`src/rtl/dbg_console_ctrl_pkg.sv`:
```
// Shared definitions for the Mock8080 front-panel debug console: FSM state
// encodings and the default debounce length.
package dbg_console_ctrl_pkg;

  typedef enum logic [1:0] {
    ST_STOPPED = 2'd0,
    ST_STEP    = 2'd1,
    ST_RUN     = 2'd2
  } console_state_t;

  // 4 ms of stable level at 50 MHz
  localparam int DEB_CYCLES_DEFAULT = 200000;

endpackage

```
`src/rtl/dbg_button_debounce.sv`:
```
// One front-panel button: 2-FF synchroniser, stability counter and a one-cycle
// press pulse. Optional hold-to-repeat is built only when AUTOREPEAT_EN is defined.
module dbg_button_debounce
  import dbg_console_ctrl_pkg::*;
#(
  parameter int DEB_CYCLES = DEB_CYCLES_DEFAULT
`ifdef AUTOREPEAT_EN
  ,
  parameter bit REPEAT_EN  = 1'b0,
  parameter int REP_DELAY  = 25000000,
  parameter int REP_PERIOD = 5000000
`endif
) (
  input  logic clk_qzt,
  input  logic reset_n,
  input  logic btn_raw,
  output logic press
);

  localparam int CNT_W = (DEB_CYCLES > 1) ? $clog2(DEB_CYCLES) : 1;
  localparam logic [CNT_W-1:0] CNT_LAST = CNT_W'(DEB_CYCLES - 1);

  logic             sync_a;
  logic             sync_b;
  logic             stable;
  logic             stable_q;
  logic [CNT_W-1:0] stab_cnt;
  logic             edge_pulse;
  logic             rep_fire;

  always_ff @(posedge clk_qzt or negedge reset_n) begin
    if (!reset_n) begin
      sync_a <= 1'b0;
      sync_b <= 1'b0;
    end else begin
      sync_a <= btn_raw;
      sync_b <= sync_a;
    end
  end

  // Any sample that agrees with the accepted level restarts the count, so only
  // DEB_CYCLES consecutive disagreeing samples move the accepted level.
  always_ff @(posedge clk_qzt or negedge reset_n) begin
    if (!reset_n) begin
      stable   <= 1'b0;
      stab_cnt <= '0;
    end else if (sync_b == stable) begin
      stab_cnt <= '0;
    end else if (stab_cnt == CNT_LAST) begin
      stable   <= sync_b;
      stab_cnt <= '0;
    end else begin
      stab_cnt <= stab_cnt + 1'b1;
    end
  end

  assign edge_pulse = stable & ~stable_q;

`ifdef AUTOREPEAT_EN
  logic [31:0] rep_cnt;
  logic        rep_armed;

  assign rep_fire = REPEAT_EN && stable &&
                    (rep_cnt == (rep_armed ? 32'(REP_PERIOD - 1) : 32'(REP_DELAY - 1)));

  always_ff @(posedge clk_qzt or negedge reset_n) begin
    if (!reset_n) begin
      rep_cnt   <= '0;
      rep_armed <= 1'b0;
    end else if (!REPEAT_EN || !stable) begin
      rep_cnt   <= '0;
      rep_armed <= 1'b0;
    end else if (rep_fire) begin
      rep_cnt   <= '0;
      rep_armed <= 1'b1;
    end else begin
      rep_cnt <= rep_cnt + 1'b1;
    end
  end
`else
  assign rep_fire = 1'b0;
`endif

  always_ff @(posedge clk_qzt or negedge reset_n) begin
    if (!reset_n) begin
      stable_q <= 1'b0;
      press    <= 1'b0;
    end else begin
      stable_q <= stable;
      press    <= edge_pulse | rep_fire;
    end
  end

endmodule

```
`src/rtl/dbg_console_ctrl.sv`:
```
// Mock8080 front-panel debug controller: debounced buttons, wrapping selector and
// address probes, and CPU clock-enable in STOPPED/STEP/RUN. Define AUTOREPEAT_EN for hold-to-repeat on up/down.
module dbg_console_ctrl
  import dbg_console_ctrl_pkg::*;
#(
  parameter int DEB_CYCLES = DEB_CYCLES_DEFAULT,
  parameter int SEL_W      = 4,
  parameter int SEL_LIMIT  = 12,
  parameter int ADDR_W     = 8,
  parameter int RUN_DIV    = 25000
`ifdef AUTOREPEAT_EN
  ,
  parameter int REP_DELAY  = 25000000,
  parameter int REP_PERIOD = 5000000
`endif
) (
  input  logic              clk_qzt,
  input  logic              reset_n,
  input  logic              btn_up,
  input  logic              btn_down,
  input  logic              btn_step,
  input  logic              btn_run,
  input  logic              mode_ram,
  input  logic              cpu_halt,
  output logic [SEL_W-1:0]  sel_out,
  output logic [ADDR_W-1:0] addr_out,
  output logic              cpu_clk_en,
  output logic              running
);

  localparam int DIV_W = (RUN_DIV > 1) ? $clog2(RUN_DIV) : 1;
  localparam logic [DIV_W-1:0] DIV_LAST = DIV_W'(RUN_DIV - 1);
  localparam logic [SEL_W-1:0] SEL_MAX  = SEL_W'(SEL_LIMIT);

  logic up_pulse;
  logic down_pulse;
  logic step_pulse;
  logic run_pulse;

  console_state_t   state;
  console_state_t   state_next;
  logic [DIV_W-1:0] div_cnt;
  logic [DIV_W-1:0] div_next;
  logic             clk_en_next;

`ifdef AUTOREPEAT_EN
  dbg_button_debounce #(
    .DEB_CYCLES(DEB_CYCLES), .REPEAT_EN(1'b1), .REP_DELAY(REP_DELAY), .REP_PERIOD(REP_PERIOD)
  ) u_deb_up (.clk_qzt(clk_qzt), .reset_n(reset_n), .btn_raw(btn_up), .press(up_pulse));

  dbg_button_debounce #(
    .DEB_CYCLES(DEB_CYCLES), .REPEAT_EN(1'b1), .REP_DELAY(REP_DELAY), .REP_PERIOD(REP_PERIOD)
  ) u_deb_down (.clk_qzt(clk_qzt), .reset_n(reset_n), .btn_raw(btn_down), .press(down_pulse));
`else
  dbg_button_debounce #(.DEB_CYCLES(DEB_CYCLES))
    u_deb_up (.clk_qzt(clk_qzt), .reset_n(reset_n), .btn_raw(btn_up), .press(up_pulse));

  dbg_button_debounce #(.DEB_CYCLES(DEB_CYCLES))
    u_deb_down (.clk_qzt(clk_qzt), .reset_n(reset_n), .btn_raw(btn_down), .press(down_pulse));
`endif

  dbg_button_debounce #(.DEB_CYCLES(DEB_CYCLES))
    u_deb_step (.clk_qzt(clk_qzt), .reset_n(reset_n), .btn_raw(btn_step), .press(step_pulse));

  dbg_button_debounce #(.DEB_CYCLES(DEB_CYCLES))
    u_deb_run (.clk_qzt(clk_qzt), .reset_n(reset_n), .btn_raw(btn_run), .press(run_pulse));

  // Opposing pulses in the same cycle cancel; mode_ram picks the target.
  always_ff @(posedge clk_qzt or negedge reset_n) begin
    if (!reset_n) begin
      sel_out  <= '0;
      addr_out <= '0;
    end else if (up_pulse ^ down_pulse) begin
      if (mode_ram) begin
        addr_out <= up_pulse ? addr_out + 1'b1 : addr_out - 1'b1;
      end else if (up_pulse) begin
        sel_out <= (sel_out == SEL_MAX) ? '0 : sel_out + 1'b1;
      end else begin
        sel_out <= (sel_out == '0) ? SEL_MAX : sel_out - 1'b1;
      end
    end
  end

  always_ff @(posedge clk_qzt or negedge reset_n) begin
    if (!reset_n) begin
      state      <= ST_STOPPED;
      div_cnt    <= '0;
      cpu_clk_en <= 1'b0;
      running    <= 1'b0;
    end else begin
      state      <= state_next;
      div_cnt    <= div_next;
      cpu_clk_en <= clk_en_next;
      running    <= (state_next == ST_RUN);
    end
  end

  // The strobe is computed one cycle early so the registered cpu_clk_en lines
  // up with the cycle in which the divider holds its last count.
  always_comb begin
    state_next  = state;
    div_next    = div_cnt;
    clk_en_next = 1'b0;
    unique case (state)
      ST_STOPPED: begin
        if (run_pulse && !cpu_halt) begin
          state_next = ST_RUN;
          div_next   = '0;
        end else if (step_pulse) begin
          state_next  = ST_STEP;
          clk_en_next = 1'b1;
        end
      end
      ST_STEP: begin
        state_next = ST_STOPPED;
      end
      ST_RUN: begin
        if (run_pulse || cpu_halt) begin
          state_next = ST_STOPPED;
        end else begin
          div_next    = (div_cnt == DIV_LAST) ? '0 : div_cnt + 1'b1;
          clk_en_next = (div_next == DIV_LAST);
        end
      end
      default: begin
        state_next = ST_STOPPED;
      end
    endcase
  end

endmodule
```
`config.mk`:
```
export PLATFORM = sky130hd
export DESIGN_NAME = dbg_console_ctrl
export DESIGN_NICKNAME = d
export VERILOG_FILES = /design/src/rtl/dbg_console_ctrl_pkg.sv /design/src/rtl/dbg_button_debounce.sv /design/src/rtl/dbg_console_ctrl.sv
export SDC_FILE = /design/constraint.sdc
export NUM_CORES = 1
export LEC_CHECK = 0
export ABC_AREA = 1
export BUFFER_PORTS_ARGS = -buffer_cell sky130_fd_sc_hd__buf_2
export CAP_MARGIN = 5
export CELL_PAD_IN_SITES_DETAIL_PLACEMENT = 0
export CELL_PAD_IN_SITES_GLOBAL_PLACEMENT = 1
export CORE_ASPECT_RATIO = 2
export CORE_UTILIZATION = 51
export DETAILED_ROUTE_END_ITERATION = 10
export PLACE_DENSITY = 0.86
export REMOVE_ABC_BUFFERS = 1
export SYNTH_ARGS = -nofsm -noshare
export SYNTH_HDL_FRONTEND = slang
export SYNTH_HIERARCHICAL = 1
export SYNTH_SLANG_ARGS = --single-unit
```
`constraint.sdc`:
```
create_clock -name clk_qzt -period 3.5 [get_ports clk_qzt]
set_clock_uncertainty 0.15 [all_clocks]
set_input_delay 0.525 -clock clk_qzt [delete_from_list [all_inputs] [get_ports clk_qzt]]
set_output_delay 0.525 -clock clk_qzt [all_outputs]
set_load 0.02 [all_outputs]
```
==> impl_summary.txt, run 1 <==
----------------------------------------------------
[Run status]
  Run status ... complete, no violations

[Floorplanning]
  Floorplan die width ... 83.07 µm
  Area of the placeable core ... approximately 13000 µm²
  Die footprint ... 13630 µm²
  Floorplan row count ... between 50 and 60
  Chip Height ... 164.1 µm
  I/O pin count ... 22
  Initial Utilization ... 52.78%

[Timing]
  Final count of hold timing violations ... 0
  Min cycle time layout ... 2.121 ns
  Count of final max-slew check failures ... 0
  Setup tns final ... 0 ns
  Worst max-slew margin expressed relative to the limit ... between 60 and 70%
  Worst-margin pin slew ... about 0.48 ns
  Max Clock Freq ... 471.4 MHz
  Ratio of final minimum period to clock period ... 60.60%
  Final setup fails ... 0
  Hold slack final ... 0.06847 ns
  RSZ-0062 raised after global routing ... false

[Synth]
  Sequential element share of the synthesized area ... 45.92%
  Library cells used by synthesis ... 35
  Synth Area in Compound Gates ... 4.685%
  Post-synthesis cell area ... 6703 µm²
  Yosys top cell by area ... sky130_fd_sc_hd__dfrtp_1
  Biggest area contributors in the synthesized netlist ... sky130_fd_sc_hd__dfrtp_1 (46%), sky130_fd_sc_hd__nand2_1 (9.6%), sky130_fd_sc_hd__nor2_1 (8.6%)
  Gate count of the mapped netlist ... just over 800
  Flip-flop and latch count after synthesis ... around 120
  Warning count from the yosys run ... 6
  Main combinational cell family by area after synthesis ... simple AND/OR/NAND/NOR gates
  Post-Synthesis Mean Instance Area ... 8.124 µm²
  Fraction of synthesized cell area taken by the top area cell type ... ~46%
  Post-Synth Adder-Cell Area ... 2.725%
  Share of cell area taken by muxes after synthesis ... 0%
  Simple logic cell fraction of the synthesized area ... 33.06%
  Xor/xnor cell area share of the yosys netlist ... 8.344%

[Worst setup path]
  Data required time at the worst endpoint ... 3.66 ns
  R2r setup slk ... 1.38 ns
  Critical path launch point type ... register
  Crit Path Max Fanout ... 10
  Startpoint of the most critical setup path ... u_deb_up/press
  CP Class ... reg2reg
  Cell breakdown of the critical path ... inv_1 -> ha_1 -> a21oi_1 -> nor2_1 -> a211oi_1 -> nand2_1 -> nand2_1 -> nand2_1 -> nand2_1 -> nand2_1
  Critical Path AT ... 2.28 ns
  Buffers plus inverters on the worst setup path ... 1
  Top Family by Delay on Critical Path ... flip-flops
  Origin of the critical flop-to-flop path ... u_deb_up/press
  CP dominant cell by count ... sky130_fd_sc_hd__nand2_1
  Biggest cell delay along the critical path ... 0.45 ns
  Slowest cell on crit path ... sky130_fd_sc_hd__dfrtp_1
  Crit. End Element ... register

[Run]
  Max-cap violations ... 0

[Final layout]
  Sequential Area ... 3078 µm²
  Final std cell area, no fill ... 7650 µm²
  Layout fillers ... about 1100
  Area used by multi-input combinational logic ... 3272 µm²
  Diodes inserted ... 0
  Top library cells by usage in the layout, fill and taps aside ... sky130_fd_sc_hd__nand2_1 (172), sky130_fd_sc_hd__nor2_1 (153), sky130_fd_sc_hd__dfrtp_1 (123)
  Number of nets at the end of the flow ... 885
  Most frequent standard cell in the layout excluding fill and tap cells ... sky130_fd_sc_hd__nand2_1
  Synth-to-layout area growth ... 14.13%
  Share of post-route cells with drive strength above 1 ... 16.67%
  Layout Utilization ... 60.24%

[Detailed routing]
  Detailed-route DRC error count ... 0
  Number of routed nets with antenna violations ... 0
  Wire length per cell after detailed routing ... 14.27 µm
  DR iter-0 viols ... 250
  TritonRoute pass-1 iters ... 5
  Via density per instance ... 5.239
  Total routed wirelength ... 14640 µm
  Number of vias in the routed layout ... 5375

[Placed design]
  Post-DP Area ... 7003 µm²
  Final Wtd Congestion ... ~0.9
  I/O Buffers ... 21
  Estimated wirelength of the detail-placed design ... 10990 µm

[CTS]
  Total setup buffers inserted after CTS ... 0
  Max Root-Sink Buffers ... 2
  Clock tree from TritonCTS ... done
  Root buffer selected by CTS ... sky130_fd_sc_hd__clkbuf_16
  Maximum level of the CTS H-tree ... 4
  CTS sink count ... 123
  Number of clock buffers inserted by TritonCTS ... 17
  Insertion delay to the later sink of the worst-skew pair ... 0.41 ns
  Clock slew at the register clock pins of the worst setup and hold paths ... 0.06 ns

[Pwr]
  Pwr per Cell Area ... around 470 nW/µm²
  Peak VDD IR ... between 400 and 500 µV
  Static power due to leakage ... 3.458 nW

[GRT]
  Overflow left after global routing ... 0
  Wire length of the first global-routing pass ... 25190 µm
  Global-route usage over all layers ... 23.38%
  Largest net degree at the start of global routing ... 59
  Initial antenna violation count ... 0
  Via count of the first global-routing pass ... between 5000 and 6000

[Worst hold path]
  Launch instance of the worst min-delay path ... btn_run
  Path category of the worst min-delay check ... in2reg

----------------------------------------------------
[per-stage QoR]
step                      instances  power (W)  worst slack (ns)
after floorplan                 820   0.001625             1.619
final                          1026   0.003559             1.379
after global placement          993   0.001704             1.427
after detailed placement        993   0.001710             1.371
after global routing           1026   0.003685             1.227
after CTS                      1026   0.003598             1.367
[worst register-to-register path: stages (launching register included)]
cell,delay [ns]
sky130_fd_sc_hd__dfrtp_1,0.45
sky130_fd_sc_hd__inv_1,0.30
sky130_fd_sc_hd__ha_1,0.34
sky130_fd_sc_hd__a21oi_1,0.20
sky130_fd_sc_hd__nor2_1,0.06
sky130_fd_sc_hd__a211oi_1,0.23
sky130_fd_sc_hd__nand2_1,0.09
sky130_fd_sc_hd__nand2_1,0.06
sky130_fd_sc_hd__nand2_1,0.04
sky130_fd_sc_hd__nand2_1,0.05
sky130_fd_sc_hd__nand2_1,0.05
[synth_stat cells]
cell,count
sky130_fd_sc_hd__inv_2,9
sky130_fd_sc_hd__nor4_1,1
sky130_fd_sc_hd__nand3_1,50
sky130_fd_sc_hd__xor2_1,36
sky130_fd_sc_hd__or2_1,1
sky130_fd_sc_hd__nand2b_1,1
sky130_fd_sc_hd__nand4_1,12
sky130_fd_sc_hd__nand2_2,15
sky130_fd_sc_hd__o21ai_0,23
sky130_fd_sc_hd__inv_1,78
sky130_fd_sc_hd__clkinv_1,1
sky130_fd_sc_hd__o211ai_1,1
sky130_fd_sc_hd__nor3_1,10
sky130_fd_sc_hd__fa_1,1
sky130_fd_sc_hd__a21oi_2,4
sky130_fd_sc_hd__xnor2_1,26
sky130_fd_sc_hd__dfrtp_1,123
sky130_fd_sc_hd__a211oi_1,1
sky130_fd_sc_hd__nand3_2,12
sky130_fd_sc_hd__clkbuf_1,2
sky130_fd_sc_hd__nand2_1,172
sky130_fd_sc_hd__or2_2,1
sky130_fd_sc_hd__o22ai_1,6
sky130_fd_sc_hd__buf_2,3
sky130_fd_sc_hd__nor2_1,153
sky130_fd_sc_hd__nand2_4,3
sky130_fd_sc_hd__ha_1,13
sky130_fd_sc_hd__nor2_2,34
sky130_fd_sc_hd__o32ai_1,1
sky130_fd_sc_hd__o21ai_1,3
sky130_fd_sc_hd__a32o_1,1
sky130_fd_sc_hd__a21oi_1,14
sky130_fd_sc_hd__xor2_2,1
sky130_fd_sc_hd__a22oi_1,1
sky130_fd_sc_hd__nor2_4,12
[layout make-up]
class | instances | area share [%]
multi-input cells | 609 | 42.77
flip-flops and latches | 123 | 40.24
clock buffers | 17 | 5.561
inverters | 88 | 4.318
clock inverters | 15 | 2.764
well taps | 150 | 2.453
repair buffers | 24 | 1.897
[cells by family after synthesis]
| family | count (synthesis) |
|---|---|
| XOR/XNOR | 63 |
| AND/OR/NAND/NOR | 477 |
| adder cells (fa/ha/maj) | 14 |
| buffers and inverters | 93 |
| AO/OA/AOI/OAI | 55 |
| flip-flops | 123 |
[path summary, 6_finish.rpt]
path,to,cells after the start
worst min-delay path,u_deb_run/sync_a,1
worst min register to register,u_deb_up/sync_b,0
worst max-delay path,addr_out[7],10
min in group asynchronous,u_deb_run/stab_cnt[2],2
max in group asynchronous,u_deb_up/stab_cnt[14],3
worst max register to register,addr_out[7],10
[flip-flops by register name, indices dropped and copies added (netlist names), 2 cells and up]
register,flops
sel_out,4
u_deb_down/stab_cnt,18
addr_out,8
u_deb_run/stab_cnt,18
u_deb_up/stab_cnt,18
u_deb_step/stab_cnt,18
div_cnt,15
state,2
[power by group]
part           switching [W]  internal, W  leakage [nW]
Combinational       0.000126    0.0000560          1.50
Clock               0.000671      0.00121         0.309
Sequential         0.0000428      0.00146          1.65
Total               0.000840      0.00272          3.46
[per-layer routing]
layer / vias up / wire length [µm] / GRT usage, %
met5: - / 0 / 0
met4: 0 / 616 / 13.87
met3: 43 / 296 / 4.121
met2: 91 / 8375 / 45.98
met1: 2566 / 5355 / 22.05
li1: 2675 / - / -
[timing repair]
item	in CTS	in global routing
resized for setup	0	0
endpoints found under the hold margin	33	0
hold buffers	1	0
(Power assumes the default switching activity.)
==> run 2: changes to the inputs <==
--- a/config.mk
+++ b/config.mk
@@ -5,15 +5,15 @@
 export SDC_FILE = /design/constraint.sdc
 export NUM_CORES = 1
 export LEC_CHECK = 0
-export ABC_AREA = 1
+export ABC_AREA = 0
 export BUFFER_PORTS_ARGS = -buffer_cell sky130_fd_sc_hd__buf_2
 export CAP_MARGIN = 5
 export CELL_PAD_IN_SITES_DETAIL_PLACEMENT = 0
 export CELL_PAD_IN_SITES_GLOBAL_PLACEMENT = 1
 export CORE_ASPECT_RATIO = 2
-export CORE_UTILIZATION = 51
+export CORE_UTILIZATION = 44
 export DETAILED_ROUTE_END_ITERATION = 10
-export PLACE_DENSITY = 0.86
+export PLACE_DENSITY = 0.76
 export REMOVE_ABC_BUFFERS = 1
 export SYNTH_ARGS = -nofsm -noshare
 export SYNTH_HDL_FRONTEND = slang
==> constraint.sdc (replaced) <==
create_clock -name clk_qzt -period 1.73 [get_ports clk_qzt]
set_clock_uncertainty 0.15 [all_clocks]
set_input_delay 0.2595 -clock clk_qzt [delete_from_list [all_inputs] [get_ports clk_qzt]]
set_output_delay 0.2595 -clock clk_qzt [all_outputs]
set_load 0.02 [all_outputs]
==> run 2 against run 1 <==
  * Setup slack worse by 1.9 ns
  * Die area is 10% higher
  * Largest cell class unchanged
  * The run now ends with negative setup slack left
  * Critical endpoint unchanged
  * Via count is 5.6% higher
  * Register-to-register slack worse by 1.9 ns
  * Synthesized area is 4.6% lower
==> impl_summary.txt, run 2 <==
----------------------------------------------------
[Pwr]
  Static power due to leakage ... 4.102 nW (+19%)
  Pwr per Cell Area ... 777.2 nW/µm² (+67%)
  Peak VDD IR ... 688.3 µV (+66%)

[Timing]
  Setup tns final ... -36.35 ns (-36.35 ns)
  Final count of hold timing violations ... 0 (unchanged)
  Worst max-slew margin expressed relative to the limit ... 69.77% (+1.6 points)
  Min cycle time layout ... 2.251 ns (+0.1296 ns)
  RSZ-0062 raised after global routing ... true
  Max Clock Freq ... 444.3 MHz (-5.8%)
  Ratio of final minimum period to clock period ... 130.1% (+69 points)
  Worst-margin pin slew ... 0.4500 ns (-0.02765 ns)
  Final worst-path setup slack ... -0.5208 ns (-1.900 ns)
  Final setup fails ... 98 (+98)
  Hold slack final ... 0.02156 ns (-0.04691 ns)
  Count of final max-slew check failures ... 0 (unchanged)

[Final layout]
  Final std cell area, no fill ... 9150 µm² (+20%)
  Diodes inserted ... 0 (unchanged)
  Number of nets at the end of the flow ... 865 (-2.3%)
  Share of post-route cells with drive strength above 1 ... 36.57% (+20 points)
  Area used by multi-input combinational logic ... 3530 µm² (+7.9%)
  Sequential Area ... 3078 µm² (unchanged)
  Most frequent standard cell in the layout excluding fill and tap cells ... sky130_fd_sc_hd__buf_4
  Layout fillers ... 1185 (+3.9%)
  Synth-to-layout area growth ... 43.11%
  Top library cells by usage in the layout, fill and taps aside ... sky130_fd_sc_hd__buf_4 (148), sky130_fd_sc_hd__dfrtp_1 (123), sky130_fd_sc_hd__nor2_1 (57)

[Detailed routing]
  TritonRoute pass-1 iters ... 6 (+1)
  DR iter-0 viols ... 211 (-16%)
  Number of routed nets with antenna violations ... 0 (unchanged)
  Via density per instance ... 5.416 (+3.4%)
  Total routed wirelength ... 16510 µm (+13%)
  Wire length per cell after detailed routing ... 15.76 µm (+10%)
  Number of vias in the routed layout ... 5676 (+5.6%)
  Detailed-route DRC error count ... 0 (unchanged)

[Worst setup path]
  Biggest cell delay along the critical path ... 0.42 ns (-0.03 ns)
  Number of cells on the critical path ... 7 (-3)
  Crit Path Max Fanout ... 4 (-6)
  Critical path launch point type ... register
  Top Family by Delay on Critical Path ... compound AO/OA/AOI/OAI gates
  Data required time at the worst endpoint ... 1.91 ns (-1.75 ns)
  Critical Path AT ... 2.43 ns (+0.15 ns)
  Cell breakdown of the critical path ... inv_2 -> ha_4 -> a211oi_4 -> o21bai_2 -> a2111o_1 -> a2111o_1 -> o211ai_1
  Slowest cell on crit path ... sky130_fd_sc_hd__a2111o_1
  CP Class ... reg2reg
  Buffers plus inverters on the worst setup path ... 1 (unchanged)
  CP dominant cell by count ... sky130_fd_sc_hd__a2111o_1
  R2r setup slk ... -0.52 ns (-1.90 ns)
  R2R cell count ... 7 (-3)
  Crit. End Element ... register

[Worst hold path]
  Path category of the worst min-delay check ... in2reg
  Number of stages on the worst hold path ... 3 (+2)

[Synth]
  Yosys top cell by area ... sky130_fd_sc_hd__dfrtp_1
  Post-synthesis async set-or-reset flop share ... 100.0% (unchanged)
  Most numerous cell in the Yosys netlist ... sky130_fd_sc_hd__dfrtp_1
  Biggest area contributors in the synthesized netlist ... sky130_fd_sc_hd__dfrtp_1 (48%), sky130_fd_sc_hd__xnor2_1 (7.3%), sky130_fd_sc_hd__nor2_1 (5.3%)
  Sequential element share of the synthesized area ... 48.14% (+2.2 points)
  Number of enable-type register cells in the synthesized netlist ... 0 (unchanged)
  Post-synthesis cell area ... 6394 µm² (-4.6%)
  Gate count of the mapped netlist ... 650 (-21%)
  Fraction of synthesized cell area taken by the top area cell type ... 48.14% (+2.2 points)
  Top_reg_cell synth ... sky130_fd_sc_hd__dfrtp_1
  Warning count from the yosys run ... 6 (unchanged)
  Post-Synthesis Mean Instance Area ... 9.836 µm² (+21%)
  Flip-flop and latch count after synthesis ... 123 (unchanged)
  Post-synth top cells ... sky130_fd_sc_hd__dfrtp_1 (123), sky130_fd_sc_hd__nor2_1 (90), sky130_fd_sc_hd__xnor2_1 (53), sky130_fd_sc_hd__nand2_1 (47), sky130_fd_sc_hd__nand3_1 (37)
  Library cells used by synthesis ... 52 (+49%)

[CTS]
  CTS sink count ... 123 (unchanged)
  Clock tree from TritonCTS ... done
  Insertion delay to the later sink of the worst-skew pair ... 0.41 ns (about the same)
  Clock slew at the register clock pins of the worst setup and hold paths ... 0.06 ns (about the same)
  Number of clock buffers inserted by TritonCTS ... 17 (unchanged)
  Max Root-Sink Buffers ... 2 (unchanged)
  Maximum level of the CTS H-tree ... 4 (unchanged)
  Root buffer selected by CTS ... sky130_fd_sc_hd__clkbuf_16

[Run status]
  Run status ... finished, violations left
  Violations in the final reports ... negative setup slack

[GRT]
  Largest net degree at the start of global routing ... 34 (-42%)
  Global-route usage over all layers ... 23.18% (-0.19 points)
  Overflow left after global routing ... 0 (unchanged)
  Via count of the first global-routing pass ... 5949 (+4.7%)
  Initial antenna violation count ... 0 (unchanged)
  Wire length of the first global-routing pass ... 27020 µm (+7.3%)

[Floorplanning]
  Die footprint ... 15050 µm² (+10%)
  Initial Utilization ... 44.79% (-8.0 points)
  Floorplan die width ... 87.24 µm (+5.0%)
  I/O pin count ... 22 (unchanged)
  Area of the placeable core ... 14270 µm² (+12%)
  Chip Height ... 172.5 µm (+5.1%)
  Floorplan row count ... 62 (+6.9%)

[Placed design]
  Estimated wirelength of the detail-placed design ... 10920 µm (-0.64%)
  I/O Buffers ... 21 (unchanged)
  Worst slack at placement ... -0.5458 ns (-1.917 ns)
  Final Wtd Congestion ... 0.8500 (-4.1%)
  Post-DP Area ... 7846 µm² (+12%)

[Run]
  Max-cap violations ... 0 (unchanged)

----------------------------------------------------
run 2: cell types whose count changed in the layout (fill, tap and decap cells not counted), moves of 14 or more:
cell | before | now
sky130_fd_sc_hd__nor2_1 | 153 | 57
sky130_fd_sc_hd__nor4_1 | 1 | 22
sky130_fd_sc_hd__xor2_1 | 36 | 20
sky130_fd_sc_hd__buf_6 | 0 | 16
sky130_fd_sc_hd__nand2_1 | 172 | 46
sky130_fd_sc_hd__nor3_1 | 10 | 27
sky130_fd_sc_hd__nand2_2 | 15 | 1
sky130_fd_sc_hd__nand4_1 | 12 | 27
sky130_fd_sc_hd__nand3_1 | 50 | 35
sky130_fd_sc_hd__xnor2_1 | 26 | 53
sky130_fd_sc_hd__inv_1 | 78 | 26
sky130_fd_sc_hd__buf_4 | 2 | 148
run 2: what timing repair did:
| action | 4_1_cts | 5_1_grt |
|---|---|---|
| pin swaps | 30 | 35 |
| setup endpoints to repair | 96 | 99 |
| resized for setup | 63 | 69 |
| setup buffers | 5 | 10 |
| hold endpoints to repair | 67 | 0 |
| hold buffers | 5 | 0 |
| gates cloned | 0 | 2 |
run 2: worst min-delay path: cells and delay by family:
kind                   cells  cell delay [ns]
buffers and inverters      1             0.10
and+or+nand+nor            2             0.17
run 2: cell families after synthesis:
logic type	count (synthesis)	synth area share (%)
AND/OR/NAND/NOR	302	24.25
flip-flops	123	48.14
AO/OA/AOI/OAI	81	9.648
XOR/XNOR	74	10.14
buffers and inverters	48	3.425
adder cells (fa/ha/maj)	14	2.857
multiplexers	8	1.546
run 2: through the flow:
stage,utilization [%],power (W),std cells
after CTS,61.82,0.007147,1038
after global routing,64.10,0.007358,1048
after global placement,54.97,0.003218,997
final,64.10,0.007111,1048
after detailed placement,54.97,0.003228,997
after floorplan,-,0.003056,630
run 2: metal layers:
metal | global-route usage (%) | part of all wire, % | up-vias
met3 | 4.869 | 2.1 | 41
met2 | 44.81 | 59 | 101
met1 | 23.12 | 36 | 2830
met4 | 10.19 | 3.1 | 0
li1 | - | - | 2704
met5 | 0 | 0 | -
run 2: layout make-up:
cell class | count | area share, %
tap | 192 | 2.625
sequential | 123 | 33.64
multi-input combinational | 479 | 38.58
inverter | 28 | 1.149
timing repair buffer | 194 | 16.85
clock inverter | 9 | 1.723
clock buffer | 23 | 5.442
run 2: worst paths after layout:
kind,startpoint,to
min in group asynchronous,reset_n,div_cnt[12]
worst min register to register,u_deb_run/sync_a,u_deb_run/sync_b
worst max register to register,u_deb_up/press,addr_out[7]
worst max-delay path,u_deb_up/press,addr_out[7]
worst min-delay path,cpu_halt,state[0]
max in group asynchronous,reset_n,u_deb_run/stab_cnt[14]
run 2: power breakdown:
| group | leakage [nW] | internal [W] | total [W] | switching, W |
|---|---|---|---|---|
| clock | 0.316 | 0.00261 | 0.00390 | 0.00129 |
| combinational | 2.10 | 0.000118 | 0.000284 | 0.000167 |
| sequential | 1.69 | 0.00291 | 0.00293 | 0.0000189 |
| total | 4.10 | 0.00564 | 0.00711 | 0.00147 |
